==> src/rtl/zapper_reader.sv <==
// Zapper light-gun reader for the Duck Hunt display path.
//
// The raw trigger is synchronised and debounced. A clean press arms a shot. The shot then
// sequences one dark frame and one target frame, each aligned to frame_start. During those
// frames it samples the synchronised photodiode on visible pixels. It then reports a single
// hit or miss.
//
// Ports:
//   clk          in   pixel clock, all state on posedge
//   reset        in   asynchronous active-high reset
//   valid        in   VGA visible-region flag; light only sampled while high
//   frame_start  in   one-clock pulse at the start of each frame
//   trigger_in   in   raw bouncy trigger, 1 = pressed
//   light_in     in   raw photodiode, 1 = light seen
//   dark_frame   out  high for the whole dark frame
//   target_frame out  high for the whole target frame
//   busy         out  high whenever a shot is in progress
//   hit          out  one-clock pulse when a shot scores
//   miss         out  one-clock pulse when a shot misses
//   shot_count   out  completed shots since reset, wraps at 256
module zapper_reader #(
    parameter int unsigned DEBOUNCE_CYCLES = 250000,
    parameter int unsigned LIGHT_MIN       = 16
) (
    input  logic       clk,
    input  logic       reset,
    input  logic       valid,
    input  logic       frame_start,
    input  logic       trigger_in,
    input  logic       light_in,
    output logic       dark_frame,
    output logic       target_frame,
    output logic       busy,
    output logic       hit,
    output logic       miss,
    output logic [7:0] shot_count
);

    localparam int unsigned DbW = $clog2(DEBOUNCE_CYCLES + 1);
    localparam int unsigned LcW = $clog2(LIGHT_MIN + 1);
    localparam logic [DbW-1:0] DbLast = DbW'(DEBOUNCE_CYCLES - 1);
    localparam logic [LcW-1:0] LcMax  = LcW'(LIGHT_MIN);

    typedef enum logic [2:0] {
        StIdle,
        StArm,
        StDark,
        StTarget,
        StReport
    } state_e;

    state_e state_q, state_d;

    logic           trig_s1_q, trig_s2_q;
    logic           light_s1_q, light_s2_q;
    logic [DbW-1:0] db_cnt_q, db_cnt_d;
    logic           db_lvl_q, db_lvl_d;
    logic           db_prev_q;
    logic           dark_seen_q, dark_seen_d;
    logic [LcW-1:0] light_cnt_q, light_cnt_d;

    logic press_edge;
    logic sample;
    logic score;

    // Two-flop synchronisers for both asynchronous inputs.
    always_ff @(posedge clk or posedge reset) begin
        if (reset) begin
            trig_s1_q  <= 1'b0;
            trig_s2_q  <= 1'b0;
            light_s1_q <= 1'b0;
            light_s2_q <= 1'b0;
        end else begin
            trig_s1_q  <= trigger_in;
            trig_s2_q  <= trig_s1_q;
            light_s1_q <= light_in;
            light_s2_q <= light_s1_q;
        end
    end

    // The level flips only after DEBOUNCE_CYCLES consecutive disagreeing samples.
    always_comb begin
        db_cnt_d = db_cnt_q;
        db_lvl_d = db_lvl_q;
        if (trig_s2_q == db_lvl_q) begin
            db_cnt_d = '0;
        end else if (db_cnt_q == DbLast) begin
            db_cnt_d = '0;
            db_lvl_d = ~db_lvl_q;
        end else begin
            db_cnt_d = db_cnt_q + DbW'(1);
        end
    end

    // db_prev_q resets to 0, so a button held through reset still produces one edge.
    assign press_edge = db_lvl_q & ~db_prev_q;
    assign sample     = valid & light_s2_q;

    always_comb begin
        state_d     = state_q;
        dark_seen_d = dark_seen_q;
        light_cnt_d = light_cnt_q;
        unique case (state_q)
            StIdle: begin
                if (press_edge) begin
                    state_d = StArm;
                end
            end
            StArm: begin
                if (frame_start) begin
                    state_d     = StDark;
                    dark_seen_d = 1'b0;
                    light_cnt_d = '0;
                end
            end
            StDark: begin
                if (sample) begin
                    dark_seen_d = 1'b1;
                end
                if (frame_start) begin
                    state_d = StTarget;
                end
            end
            StTarget: begin
                if (sample && (light_cnt_q != LcMax)) begin
                    light_cnt_d = light_cnt_q + LcW'(1);
                end
                if (frame_start) begin
                    state_d = StReport;
                end
            end
            StReport: begin
                state_d = StIdle;
            end
            default: begin
                state_d = StIdle;
            end
        endcase
    end

    // Uses next-state values so that a sample taken on the final frame_start clock still counts.
    assign score = ~dark_seen_d && (light_cnt_d == LcMax);

    always_ff @(posedge clk or posedge reset) begin
        if (reset) begin
            state_q     <= StIdle;
            db_cnt_q    <= '0;
            db_lvl_q    <= 1'b0;
            db_prev_q   <= 1'b0;
            dark_seen_q <= 1'b0;
            light_cnt_q <= '0;
        end else begin
            state_q     <= state_d;
            db_cnt_q    <= db_cnt_d;
            db_lvl_q    <= db_lvl_d;
            db_prev_q   <= db_lvl_q;
            dark_seen_q <= dark_seen_d;
            light_cnt_q <= light_cnt_d;
        end
    end

    // Outputs are registered copies of the next-state decode, so they track state_q exactly.
    always_ff @(posedge clk or posedge reset) begin
        if (reset) begin
            dark_frame   <= 1'b0;
            target_frame <= 1'b0;
            busy         <= 1'b0;
            hit          <= 1'b0;
            miss         <= 1'b0;
            shot_count   <= 8'd0;
        end else begin
            dark_frame   <= (state_d == StDark);
            target_frame <= (state_d == StTarget);
            busy         <= (state_d != StIdle);
            hit          <= (state_d == StReport) && score;
            miss         <= (state_d == StReport) && !score;
            if (state_d == StReport) begin
                shot_count <= shot_count + 8'd1;
            end
        end
    end

endmodule

==> config.mk <==
export PLATFORM = sky130hd
export DESIGN_NAME = zapper_reader
export DESIGN_NICKNAME = d
export VERILOG_FILES = /design/src/rtl/zapper_reader.sv
export SDC_FILE = /design/constraint.sdc
export NUM_CORES = 1
export LEC_CHECK = 0
export ABC_CLOCK_PERIOD_IN_PS = 2300
export CAP_MARGIN = 20
export CORE_MARGIN = 4
export CORE_UTILIZATION = 25
export DETAILED_ROUTE_END_ITERATION = 10
export PLACE_DENSITY_LB_ADDON = 0.08
export SLEW_MARGIN = 20
export SYNTH_ARGS = -nofsm -noshare
export SYNTH_HDL_FRONTEND = slang
export SYNTH_SLANG_ARGS = --single-unit
export TNS_END_PERCENT = 20
==> constraint.sdc <==
create_clock -name clk -period 2.3 [get_ports clk]
set_clock_uncertainty 0.1 [all_clocks]
set_input_delay 0.46 -clock clk [delete_from_list [all_inputs] [get_ports clk]]
set_output_delay 0.46 -clock clk [all_outputs]
set_load 0.01 [all_outputs]
==> results.yml <==
final_layout:
  final_util: 0.321
  num_antenna_cells: 0
  layout-drive-gt1-share: 0.140
  nets: 237
  synthToLayoutAreaGrowth_pct: 23.8
  most-common-layout-cells: "dfrtp_1, nor2_1, clkdlybuf4s50_1"
  mostFrequentLayoutCell: "dfrtp_1"
timing:
  fin_crit_ns: 1.91
  tns_ns: 0
  timing.final.crit_share: 0.830
  worst_slack_ns: 0.391
  fmaxAchievable_ghz: 0.524
  tightest_slew_ns: 0.365
  hold_viol: 0
  rsz0062_at_grt: "false"
  slew-limit-headroom: 0.755
  drv_slew: 0
  finalSetupViolations: 0
hold_path:
  hp-class: "register to register"
synth:
  yosysUniqueCellTypes: 42
  netlist_area_um2: 2140
  synth_flop_cell: "dfrtp_1"
  synth-simple-area-share: 0.242
  synth_top_family_by_area: "simple AND/OR/NAND/NOR gates"
  ys_ff_latch: 46
  ys_async_sr_fraction: 1.00
  netlist_instances: 197
  synth-warning-count: 0
  synth_edf_count: 0
  synth_area_per_cell_um2: 10.9
  synth-adder-area-share: 0.0234
  synth-compound-area-share: 0.0328
  synthXorXnorAreaFrac: 0.106
  synth.net_count: 207
  muxShareOfSynthArea: 0.0345
  seq_area_frac_synth: 0.538
detailed_routing:
  met1Wirelength_um: 2260
  vias: 1457
  top_layer_used: "met4"
  remaining_drc_errors: 0
  wl_met2_um: 1850
  drt_iter0_drc: 67
  drtPass1Iterations: 4
  ant_nets: 0
  viasPerCell: 4.38
  wirelength_um: 4360
  dr_wl_met3_um: 192
  wl_per_cell_um: 13.1
clocking:
  cts_root_buffer: "clkbuf_8"
  cts_sinks: 46
  path_clk_slew_ns: 0.09
  cts_resized: 0
  cts_setup_buffers: 0
  cts_tree: "done"
  htree_levels: 2
  cts_hold_buf: 0
  clkLatencyLatePin_ns: 0.30
  cts_inserted_buffers: 5
  clockBufferDepth: 2
pwr:
  ir_drop_uv: 464
  cellLeakagePower_nw: 1.13
  p_per_area_nw_per_um2: 889
die:
  initial_core_util: 0.259
  fp.dieH_um: 100
  core_um2: 8260
  die_area_um2: 10100
  rows: 33
  fp.dieW_um: 100
  io_pins: 19
critical_path:
  critPathLaunchType: "primary input"
  cpPeakStageDelay_ns: 0.52
  critical_path_class: "primary input to register"
  cp_cell_sequence: "clkdlybuf4s50_1 -> nand2_4 -> nor3_2 -> nor2_2 -> a221o_1 -> o31a_1"
  cp_max_fo: 4
  arrival_ns: 2.00
  required_ns: 2.39
  cp_slowest_cell: "clkdlybuf4s50_1"
  end_kind: "register"
flow_run:
  maxCapViolations: 0
global_route:
  grt_pass1_vias: 1522
  grt_overflow: 0
  grt_max_degree: 47
  antenna_found_initial: 0
  grt_pass1_wl_um: 7400
  grt_usage: 0.0924
placed_design:
  portBuffers: 18
  place.gp.congestion: 0.790
  dp_slack_ns: 0.0666
  dpl.hpwl_um: 3050
outcome:
  status: "finished, final reports clean"
## area by class of cell
type                       count  area [µm²]
fill                         865        5610
sequential                    46        1150
multi-input combinational    139         940
timing repair buffer          25         245
tap                          105         131
clock buffer                   6        82.6
clock inverter                 2        60.1
inverter                      10        37.5
## cell usage after synthesis, types with 2 or more instances
library cell / number / share of area
nor2_2: 2 / 0.0059
nor3_1: 4 / 0.0094
nor2_1: 32 / 0.056
xor2_1: 10 / 0.041
mux2_2: 3 / 0.016
xnor2_1: 16 / 0.066
nand4_1: 6 / 0.018
nor3b_1: 2 / 0.0070
nand4bb_1: 2 / 0.011
and3_1: 2 / 0.0059
nand3_1: 9 / 0.021
inv_1: 9 / 0.016
ha_1: 4 / 0.023
dfrtp_1: 46 / 0.54
mux2i_1: 4 / 0.019
buf_2: 2 / 0.0047
a21oi_1: 3 / 0.0070
nand2_1: 17 / 0.030
## where the power goes
| group | switching [W] | internal (W) |
|---|---|---|
| combinational | 0.000271 | 0.000276 |
| clock | 0.000284 | 0.000464 |
| sequential | 0.000134 | 0.000926 |
## routing by layer
layer,vias up,track usage
li1,722,-
met1,699,0.134
met2,31,0.133
met3,5,0.0263
met4,0,0.0280
met5,-,0
## worst max-delay path, delay by kind of cell
kind / cells / cell delay [ns]
AO/OA/AOI/OAI: 2 / 0.63
AND/OR/NAND/NOR: 3 / 0.39
buffers and inverters: 1 / 0.52
## worst paths after layout
| kind | start | endpoint | slack [ns] | cells past startpoint |
|---|---|---|---|---|
| hold reg to reg | light_s1_q | light_s2_q | 0.26 | 0 |
| min in group asynchronous | reset | shot_count[7] | 0.40 | 3 |
| setup / recovery | frame_start | miss | 0.39 | 6 |
| max in group asynchronous | reset | light_cnt_q[3] | 1.47 | 3 |
| hold / removal | light_s1_q | light_s2_q | 0.26 | 0 |
| setup reg to reg | state_q[2] | miss | 0.43 | 5 |
## registers in the layout, summed over array words and instances, names as in the netlist
register and count:
db_cnt_q 18, shot_count 8, light_cnt_q 5, state_q 3, busy 1, dark_frame 1, dark_seen_q 1, db_lvl_q 1
db_prev_q 1, hit 1, light_s1_q 1, light_s2_q 1, miss 1, target_frame 1, trig_s1_q 1, trig_s2_q 1
## cell families after synthesis
logic type	count (synthesis)
compound gates	10
xor+xnor	26
fa+ha+maj	4
buf+inv	12
flops	46
mux	7
simple gates	92
## per-stage QoR
step | area (µm²) | power, W | std cells | hold slack (ns)
2_1_floorplan | 2140 | 0.00137 | 197 | 0.231
3_3_place_gp | 2500 | 0.00164 | 325 | 0.232
3_5_place_dp | 2500 | 0.00163 | 325 | 0.241
4_1_cts | 2650 | 0.00240 | 333 | 0.263
5_1_grt | 2650 | 0.00250 | 333 | 0.272
6_report | 2650 | 0.00235 | 333 | 0.256
(Power assumes the default switching activity.)
